### src/rtl/note_hit_judge.sv
// Per-lane hit judge: synchronizes the player's key, tracks the lane's falling note, and scores hits/misses.
// Optional build macro JUDGE_STREAK_MULT_EN enables streak-based point multipliers.
module note_hit_judge #(
    parameter logic [9:0]  HIT_LINE   = 10'd440,
    parameter logic [9:0]  WINDOW     = 10'd12,
    parameter logic [9:0]  NOTE_SIZE  = 10'd40,
    parameter logic [15:0] HIT_POINTS = 16'd10
) (
    input  logic        Clk,
    input  logic        Reset,
    input  logic [9:0]  note_y_pos,
    input  logic        note_valid,
    input  logic        key_press,
    output logic        hit_pulse,
    output logic        miss_pulse,
    output logic        note_clear,
    output logic [15:0] score,
    output logic [7:0]  streak
);

    localparam logic [1:0] ST_IDLE   = 2'd0;
    localparam logic [1:0] ST_TRACK  = 2'd1;
    localparam logic [1:0] ST_JUDGED = 2'd2;

    localparam logic [10:0] WIN_LO = {1'b0, HIT_LINE} - {1'b0, WINDOW};
    localparam logic [10:0] WIN_HI = {1'b0, HIT_LINE} + {1'b0, WINDOW};

    logic        s1_q, s1_d;
    logic        s2_q, s2_d;
    logic        prev_q, prev_d;
    logic [1:0]  state_q, state_d;
    logic        hit_q, hit_d;
    logic        miss_q, miss_d;
    logic [15:0] score_q, score_d;
    logic [7:0]  streak_q, streak_d;

    logic        key_rise_s;
    logic [10:0] bottom_s;
    logic        in_window_s;
    logic        late_s;
    logic [16:0] pts_s;
    logic [16:0] score_sum_s;
    logic [15:0] score_inc_s;
    logic [7:0]  streak_inc_s;

    // Key synchronizer and edge history next-state.
    always_comb begin
        s1_d       = key_press;
        s2_d       = s1_q;
        prev_d     = s2_q;
        key_rise_s = s2_q & ~prev_q;
    end

    // Note geometry against the strike line, 11 bits so the bottom edge never wraps.
    always_comb begin
        bottom_s    = {1'b0, note_y_pos} + {1'b0, NOTE_SIZE};
        in_window_s = (bottom_s >= WIN_LO) && (bottom_s <= WIN_HI);
        late_s      = (bottom_s > WIN_HI);
    end

    // Points for a hit, scaled by the streak held before this hit when the multiplier is built in.
    always_comb begin
`ifdef JUDGE_STREAK_MULT_EN
        if (streak_q >= 8'd30) begin
            pts_s = {1'b0, HIT_POINTS} << 2'd2;
        end else if (streak_q >= 8'd10) begin
            pts_s = {1'b0, HIT_POINTS} << 2'd1;
        end else begin
            pts_s = {1'b0, HIT_POINTS};
        end
`else
        pts_s = {1'b0, HIT_POINTS};
`endif
    end

    // Saturating score and streak increments.
    always_comb begin
        score_sum_s  = {1'b0, score_q} + pts_s;
        score_inc_s  = score_sum_s[16] ? 16'hFFFF : score_sum_s[15:0];
        streak_inc_s = (streak_q == 8'hFF) ? 8'hFF : (streak_q + 8'd1);
    end

    // Judge FSM: at most one hit or miss per note between visits to IDLE.
    always_comb begin
        state_d  = state_q;
        hit_d    = 1'b0;
        miss_d   = 1'b0;
        score_d  = score_q;
        streak_d = streak_q;
        case (state_q)
            ST_IDLE: begin
                if (note_valid) begin
                    state_d = late_s ? ST_JUDGED : ST_TRACK;
                end else begin
                    state_d = ST_IDLE;
                end
            end
            ST_TRACK: begin
                // A disappearing note wins over a simultaneous strum; a strum wins over lateness.
                if (!note_valid) begin
                    state_d = ST_IDLE;
                end else if (key_rise_s) begin
                    state_d = ST_JUDGED;
                    if (in_window_s) begin
                        hit_d    = 1'b1;
                        score_d  = score_inc_s;
                        streak_d = streak_inc_s;
                    end else begin
                        miss_d   = 1'b1;
                        streak_d = 8'd0;
                    end
                end else if (late_s) begin
                    state_d  = ST_JUDGED;
                    miss_d   = 1'b1;
                    streak_d = 8'd0;
                end else begin
                    state_d = ST_TRACK;
                end
            end
            ST_JUDGED: begin
                if (!note_valid) begin
                    state_d = ST_IDLE;
                end else begin
                    state_d = ST_JUDGED;
                end
            end
            default: begin
                state_d = ST_IDLE;
            end
        endcase
    end

    // State and output registers with asynchronous reset.
    always_ff @(posedge Clk or posedge Reset) begin
        if (Reset) begin
            s1_q     <= 1'b0;
            s2_q     <= 1'b0;
            prev_q   <= 1'b0;
            state_q  <= ST_IDLE;
            hit_q    <= 1'b0;
            miss_q   <= 1'b0;
            score_q  <= 16'd0;
            streak_q <= 8'd0;
        end else begin
            s1_q     <= s1_d;
            s2_q     <= s2_d;
            prev_q   <= prev_d;
            state_q  <= state_d;
            hit_q    <= hit_d;
            miss_q   <= miss_d;
            score_q  <= score_d;
            streak_q <= streak_d;
        end
    end

    assign hit_pulse  = hit_q;
    assign note_clear = hit_q;
    assign miss_pulse = miss_q;
    assign score      = score_q;
    assign streak     = streak_q;

endmodule

### config.mk
export PLATFORM = sky130hd
export DESIGN_NAME = note_hit_judge
export DESIGN_NICKNAME = d
export VERILOG_FILES = /design/src/rtl/note_hit_judge.sv
export SDC_FILE = /design/constraint.sdc
export NUM_CORES = 1
export LEC_CHECK = 0
export ABC_AREA = 1
export BUFFER_PORTS_ARGS = -buffer_cell sky130_fd_sc_hd__buf_2
export CAP_MARGIN = 10
export CORE_MARGIN = 1
export CORE_UTILIZATION = 54
export CTS_CLUSTER_SIZE = 25
export DETAILED_ROUTE_END_ITERATION = 7
export PLACE_DENSITY = 0.88
export SLEW_MARGIN = 30
export SYNTH_ARGS = -nofsm -noshare
export SYNTH_HDL_FRONTEND = slang
export SYNTH_SLANG_ARGS = --single-unit
export TNS_END_PERCENT = 10
### constraint.sdc
create_clock -name Clk -period 2 [get_ports Clk]
set_input_delay 0.4 -clock Clk [delete_from_list [all_inputs] [get_ports Clk]]
set_output_delay 0.4 -clock Clk [all_outputs]
set_load 0.005 [all_outputs]
# Word-level counts from Yosys, hierarchy flattened
# Cells that the tools add are included.
# Widths: inputs -> output; s select.
# classes
n_addsub,3
n_lt_le_gt_ge,3
n_eq_ne,3
mux,20
n_bitwise,2
reduce_logical,5
# ops
operator,count
$mux 8,4
$add 16x4->17 const B,1
$mux 16,1
$add 10x6->11 const B,1
$ge 11x9->1 const B,1
$gt 11x9->1 const B,1
$le 11x9->1 const B,1
$mux 2,5
$mux 1,9
$add 8x1->8 const B,1
$eq 8x8->1 const B,1
$pmux 2 s3,1
$reduce_and 4->1,1
$reduce_and 3->1,1
$eq 2x1->1 const B,1
$eq 2x2->1 const B,1
$logic_not 2->1,1
$reduce_bool 2->1,1
$and 1x1->1,1
$logic_and 1x1->1,1
$not 1->1,1
# word_totals
reg_bits,31
in_bits,14
out_inout_bits,27
elab_cells,44

# Logic depth before layout (Yosys ltp)
# Gate-level depths: netlist (run 1).
# logic_depth
word_depth,7
mapped_depth,14
mapped_depth_nobuf,14

# Worst setup path after synthesis (run 1)
# OpenSTA, ideal clock, no wires.
# synth_timing
path_kind,input to register
from,input note_y_pos[3]
to,"register score_q[12], in the netlist score[12]"
t_arrival_ps,1700
required_ps,1881
path_slack_ps,182
cell_stages,13
path_buffers,1
path_cell_list,inv_1 -> ha_1 -> inv_1 -> nand3_1 -> nor3_1 -> nand2_1 -> nand2_1 -> nand2_2 -> nor2_4 -> nand3_2 -> buf_6 -> nand2_1 -> nand2_1
# synth_between
elab_chain_cells,4
word_cells_on_any_way,5
classes_between,add/sub: 1; order compare: 2; reduce/logical: 2
# synth_rtl
item,line,rtl
from (decl),11,"input logic [9:0] note_y_pos,"
$add 10x6->11 *,56,"bottom_s = {1'b0, note_y_pos} + {1'b0, NOTE_SIZE};"
$ge 11x9->1 / $le 11x9->1 (equally long branches),57,in_window_s = (bottom_s >= WIN_LO) && (bottom_s <= WIN_HI);
$logic_and 1x1->1 *,57,
$reduce_and 4->1 (no source line) *,n/a,
to (signal assigned),151,score_q <= score_d;
to (decl),34,"logic [15:0] score_q, score_d;"
# Mark *: on every way between the ends. The rest lies on a longest branch, timed or not.
# A chain may end at the register's enable or synchronous reset.

# Final worst setup path (run 1)
# layout_timing
from,input note_y_pos[3]
to,"register score_q[6], in the netlist score[6]"
# Same word-level chain as after synthesis.

==> impl_metrics.csv, run 1 <==
group,metric,value,unit
cells_and_area,final_net_count,402,
placement,finalWeightedCongestion,0.879,
synthesis,ys_top_cells_by_area,"dfrtp_1 36%, nand2_1 19%, nand3_1 10%",
synthesis,synth_top_area_share,35.7,%
synthesis,synth_xor_area_share,0.403,%
timing,skew,0.00391,ns
placement,pre_cts_ws,-0.0455,ns
placement,placed_cell_area,2470,um^2
die,core.rowCount,22,
clock_tree,cts_made_buffers,5,
die,die_area,4290,um^2
cells_and_area,syn_to_final_growth,17.7,%
clock_tree,ctsRootBufferMaster,"clkbuf_8",
clock_tree,cts.sink_count,31,
clock_tree,cts_resized,0,
drt,wl_per_cell,11.5,um
setup_path,crit_type,"in -> reg",
clock_tree,post_cts_buffers,0,
clock_tree,postCtsHoldBufs,0,
placement,place.port_buffers,40,
timing,maxSlewHeadroom,73.7,%
synthesis,yosysSeqAreaShare,35.7,%
worst_hold_path,hold_path.class,"in -> async",
global_route,overflow,0,
synthesis,synth-seq-cells,31,
setup_path,cp_top_family,"simple AND/OR/NAND/NOR gates",
cells_and_area,n_fill_cell,336,
timing,rsz0062_at_grt,"no",
timing,finalCritPeriodShare,89.1,%
clock_tree,clkLatencyLatePin,0.28,ns
synthesis,yosys_warnings,0,
drt,drc_errors,0,
global_route,grt_max_degree,32,
flow_run,drv_cap,0,
setup_path,crit_slowest_cell,"nand3_2",
drt,vias,2291,
power_and_ir_drop,totalPowerFinal,1.30,mW
synthesis,yosysUniqueCellTypes,27,
die,die_h,65.5,um
global_route,grt_use_total,25.1,%
timing,setup_viol,0,
cells_and_area,utilization,67.9,%
cells_and_area,drive_above_1_share,19.8,%
die,die_x,65.5,um
synthesis,yosysTopAreaCell,"dfrtp_1",
synthesis,yosysMostFrequentCell,"nand2_1",
drt,drt_first_pass_iters,4,
die,start_util,57.7,%
setup_path,path_cells,"buf_2 > ha_1 > inv_1 > nand2_2 > nand2_1 > nand2_1 > nand2_1 > nand3_2 > clkinv_1 > nand2_2 > nor2_4 > nand3_2 > nand2_1 > nand2_1",
global_route,grt_pass1_vias,1973,
synthesis,synthAdderAreaFrac,2.88,%
power_and_ir_drop,max-vdd-ir-drop,0.382,mV
setup_path,cp_max_fo,11,
synthesis,synth_top_family_by_area,"simple AND/OR/NAND/NOR gates",
global_route,grt_pass1_wl,8340,um
clock_tree,clk_path_buf_depth,2,
power_and_ir_drop,p_per_area,508,nW/um^2
synthesis,ys.flop_type,"dfrtp_1",
die,core_area,3770,um^2
global_route,antenna_found_initial,0,
power_and_ir_drop,leakagePower,1.51,nW
timing,clock.fmax,561,MHz
clock_tree,cts_tree,"yes",
setup_path,critPathLaunch,"note_y_pos[3]",
setup_path,crit_path_start_kind,"primary input",
synthesis,syn_inst,332,
setup_path,path_common_cell,"nand2_1",
cells_and_area,final_area,2560,um^2
setup_path,rr_startpoint,"score[1]",
clock_tree,cts.htree.levels,2,
setup_path,cpPeakStageDelay,0.23,ns
setup_path,critPathCaptureType,"flip-flop",
die,ioPinCount,41,
placement,hpwl,3670,um
synthesis,synth_area,2180,um^2
timing,final_hold_viol_count,0,
synthesis,syn_avg_cell_area,6.55,um^2
synthesis,synth_edf_count,0,
timing,min_period,1.78,ns
drt,drt-vias-per-instance,5.32,
cells_and_area,layout.cells.non_filler,431,
synthesis,synth_nets,351,
setup_path,timing.critical_path.buf_inv,3,
synthesis,yosys.area_share.simple,46.8,%
timing,tightest_slew,0.395,ns
timing,slew_viol_final,0,
timing,layout_setup_ws,0.217,ns
placement,dp_cells,424,
cells_and_area,diodes,0,
drt,ant_nets,0,
drt,wirelength,4980,um
setup_path,crit_required,2.17,ns
synthesis,synth_compound_gate_area_share,3.16,%
synthesis,synthTopCellsByCount,"110 x nand2_1, 47 x inv_1, 44 x nand3_1, 31 x dfrtp_1, 29 x nor2_1",
synthesis,synthArstFlopShare,100,%
drt,drtIter0Drc,200,
clock_tree,clkTransAtPathRegs,0.06,ns
outcome,status,"completed",
synthesis,synth_mux_area_share,0,%
setup_path,arrival,1.95,ns
==> where the power goes <==
| part | leakage, nW | total [mW] | internal [mW] | switching, mW |
|---|---|---|---|---|
| registers | 0.419 | 0.643 | 0.637 | 0.00603 |
| clock network | 0.0470 | 0.496 | 0.270 | 0.226 |
| logic | 1.05 | 0.163 | 0.0565 | 0.107 |
| total | 1.51 | 1.30 | 0.963 | 0.339 |
==> logic make-up (layout without fill, tap and decap cells) <==
family	after synthesis	count (layout)
flops	31	31
buf+inv	58	109
compound gates	13	13
xor+xnor	1	1
simple gates	224	224
fa+ha+maj	5	5
==> cell type report <==
| cell class | count | area (um^2) | share of cell area (%) |
|---|---|---|---|
| Sequential cell | 31 | 776 | 30.3 |
| Inverter | 50 | 188 | 7.33 |
| Clock buffer | 6 | 82.6 | 3.23 |
| Tap cell | 48 | 60.1 | 2.35 |
| Multi-Input combinational cell | 243 | 1160 | 45.3 |
| Timing Repair Buffer | 52 | 290 | 11.3 |
| Clock inverter | 1 | 5.00 | 0.196 |
==> worst paths after layout <==
kind	to	slack (ns)	depth (start not counted)
max	score[6]	0.22	14
min	s1_q	0.19	3
max reg2reg	score[11]	0.28	10
min reg2reg	prev_d	0.36	0
max in group asynchronous	score[0]	1.53	3
min in group Clk	s1_q	0.22	1
==> sequential cells by signal (all words and copies together) (netlist names) <==
name and cells:
score 16, streak 8, state_q 2, hit_pulse 1, miss_pulse 1, prev_d 1
prev_q 1, s1_q 1
==> routing by layer <==
layer	track usage, %	wire length [um]	vias to the layer above	part of all wire (%)
met2	42.9	2420	83	49
met1	31.4	2240	1041	45
met4	8.42	59	0	1.2
met5	0	0	-	0
met3	4.86	260	6	5.2
li1	-	-	1161	-
==> through the flow <==
stage | TNS [ns] | hold WS (ns)
3_5_place_dp | -0.667 | 0.346
2_1_floorplan | 0 | 0.331
3_3_place_gp | -0.00441 | 0.334
6_report | 0 | 0.187
4_1_cts | 0 | 0.202
5_1_grt | 0 | 0.213
==> worst reg2reg max path, stage by stage, from the launching register on <==
cell and delay [ns]:
dfrtp_1 0.42, ha_1 0.19, nor2_1 0.06, nor2_1 0.12
nand2_1 0.14, nor2_1 0.18, nand2_1 0.12, o21ai_0 0.16
nand3_1 0.08, nand4_1 0.09, nand2_1 0.06
==> cell usage in the layout, fill, tap and decap left out, drive strengths merged <==
cell type	instances
buf	52
clkinv	2
a31oi	1
clkbuf	6
o21a	1
nor3	6
nand3b	3
o21ai	8
nand4	18
dfrtp	31
nand2	115
nor2	32
ha	5
xor2	1
a21oi	3
or2	4
inv	49
nand3	46
Power figures use the tool's default switching activity.
==> inputs of run 2 (changes only) <==
--- a/config.mk
+++ b/config.mk
@@ -9,10 +9,11 @@
 export BUFFER_PORTS_ARGS = -buffer_cell sky130_fd_sc_hd__buf_2
 export CAP_MARGIN = 10
 export CORE_MARGIN = 1
-export CORE_UTILIZATION = 54
+export CORE_UTILIZATION = 56
+export CTS_CLUSTER_DIAMETER = 120
 export CTS_CLUSTER_SIZE = 25
 export DETAILED_ROUTE_END_ITERATION = 7
-export PLACE_DENSITY = 0.88
+export PLACE_DENSITY = 0.8
 export SLEW_MARGIN = 30
 export SYNTH_ARGS = -nofsm -noshare
 export SYNTH_HDL_FRONTEND = slang
==> run 2 against run 1 <==
Against the previous run:
- routed wire length shrank 0.38%
- clock power grew 29%
- cell area grew 2.7%
- critical path depth shrank 2
- utilization grew 3.4 points
- sequential share of layout area shrank 0.75 points
- clock-buffer cell count is the same
- clock skew shrank 0.00074 ns
- die area shrank 3.5%
- combinational power grew 2%
- critical endpoint is now streak[1]
- register-to-register slack lost 0.04 ns
==> impl_metrics.csv, run 2 (synthesis gave the netlist of run 1 again) <==
group,metric,value,unit
drt,vias,2237,
die,ioPinCount,41,
clock_tree,cts_made_buffers,5,
timing,slew_viol_final,0,
drt,drt-vias-per-instance,5.14,
die,die_x,64.3,um
die,start_util,59.0,%
power_and_ir_drop,switching_share,24.4,%
setup_path,cpPeakStageDelay,0.30,ns
clock_tree,clk_path_buf_depth,2,
setup_path,rr_worst_depth,10,
power_and_ir_drop,max-vdd-ir-drop,0.514,mV
setup_path,cp_max_fo,9,
global_route,grt_max_degree,32,
placement,pre_cts_ws,-0.0751,ns
drt,wl_per_cell,11.4,um
placement,hpwl,3630,um
die,die_h,64.3,um
power_and_ir_drop,power_frac_comb,11.5,%
clock_tree,cts.sink_count,31,
cells_and_area,diodes,0,
clock_tree,cts_tree,"yes",
placement,dp_cells,427,
worst_hold_path,hold_path.class,"in -> async",
timing,setup_viol,0,
timing,rsz0062_at_grt,"no",
timing,clock.fmax,554,MHz
setup_path,path_common_cell,"nand2_1",
timing,finalCritPeriodShare,90.2,%
setup_path,r2r_end,"score[11]",
global_route,grt_use_total,26.6,%
clock_tree,cts.htree.levels,2,
global_route,antenna_found_initial,0,
flow_run,drv_cap,0,
drt,drc_errors,0,
die,die_area,4140,um^2
setup_path,crit_path_start_kind,"primary input",
power_and_ir_drop,power.switching,0.354,mW
cells_and_area,layout.cells.non_filler,435,
power_and_ir_drop,seq_power_share,44.3,%
clock_tree,postCtsHoldBufs,0,
die,core_area,3690,um^2
drt,wirelength,4960,um
placement,finalWeightedCongestion,0.861,
clock_tree,post_cts_buffers,0,
power_and_ir_drop,clkPwrFrac,44.2,%
die,core.rowCount,22,
setup_path,path_cells,"buf_2 > inv_1 > ha_1 > inv_1 > nand3_1 > nor3_1 > nand2_1 > a21oi_1 > nand2_1 > nor2_4 > nand3_1 > nand2_1",
timing,skew,0.00318,ns
clock_tree,clkTransAtPathRegs,0.07,ns
power_and_ir_drop,leakagePower,1.54,nW
global_route,overflow,0,
clock_tree,ctsRootBufferMaster,"clkbuf_8",
setup_path,crit_slowest_cell,"ha_1",
cells_and_area,final_net_count,405,
clock_tree,cts_resized,0,
cells_and_area,syn_to_final_growth,20.8,%
global_route,grt_pass1_wl,8550,um
drt,drtIter0Drc,164,
timing,min_period,1.80,ns
timing,maxSlewHeadroom,74.0,%
timing,layout_setup_ws,0.196,ns
cells_and_area,final_common_cell,"nand2_1",
power_and_ir_drop,internal-power,1.10,mW
setup_path,crit_type,"in -> reg",
setup_path,critPathCaptureType,"flip-flop",
power_and_ir_drop,p_per_area,552,nW/um^2
placement,place.port_buffers,40,
clock_tree,clkLatencyLatePin,0.28,ns
global_route,grt_pass1_vias,2040,
timing,final_hold_viol_count,0,
setup_path,crit_required,2.23,ns
setup_path,rr_startpoint,"score[1]",
drt,drt_first_pass_iters,5,
cells_and_area,drive_above_1_share,21.4,%
drt,ant_nets,0,
cells_and_area,final_cell_mix,"110 x nand2_1, 47 x inv_1, 43 x nand3_1",
outcome,status,"completed",
setup_path,rrSetupSlack,0.24,ns
timing,tightest_slew,0.390,ns
cells_and_area,largest_reg_flops,16,
setup_path,arrival,2.03,ns
-- run 2: layout make-up --
type	count	area, um^2
clock buffers	6	82.6
repair buffers	55	313
flip-flops and latches	31	777
fillers	341	1060
clock inverters	2	35.0
multi-input cells	243	1170
inverters	50	188
well taps	48	60.1
-- run 2: how the worst max path moves through the flow --
stage                       start         to  cells past startpoint
finish              note_y_pos[3]  streak[1]                     12
global route        note_y_pos[3]   score[4]                     13
floorplan           note_y_pos[3]  score[12]                     13
CTS                      score[1]  score[11]                     10
global placement    note_y_pos[3]  score[10]                     13
detailed placement  note_y_pos[3]  score[10]                     13
-- run 2: critical path: cells and delay by family --
family	cells	cell delay, ns
fa+ha+maj	1	0.30
compound gates	1	0.19
buf+inv	3	0.23
simple gates	7	0.91
-- run 2: routing by layer --
| layer | up-vias | share of wire [%] | GRT usage (%) |
|---|---|---|---|
| met5 | - | 0 | 0 |
| met4 | 0 | 1.3 | 10.0 |
| met3 | 5 | 4.3 | 5.36 |
| met2 | 50 | 49 | 45.8 |
| met1 | 1017 | 46 | 32.5 |
| li1 | 1165 | - | - |
-- run 2: power by group through the flow --
stage | Sequential (mW) | Combinational (mW) | Clock, mW
after floorplan | 0.654 | 0.107 | 0
after global placement | 0.654 | 0.158 | 0
after detailed placement | 0.655 | 0.163 | 0
after CTS | 0.643 | 0.164 | 0.652
after global routing | 0.645 | 0.188 | 0.676
final | 0.644 | 0.167 | 0.641
-- run 2: per-stage QoR --
step	TNS, ns	util (%)	total power [mW]	instance area, um^2	hold WS (ns)
2_1_floorplan	0	-	0.761	2180	0.331
3_3_place_gp	-0.0757	67.6	0.812	2490	0.333
4_1_cts	0	70.8	1.46	2610	0.193
6_report	0	71.3	1.45	2630	0.179
5_1_grt	0	71.3	1.51	2630	0.210
3_5_place_dp	-0.698	67.6	0.817	2490	0.341
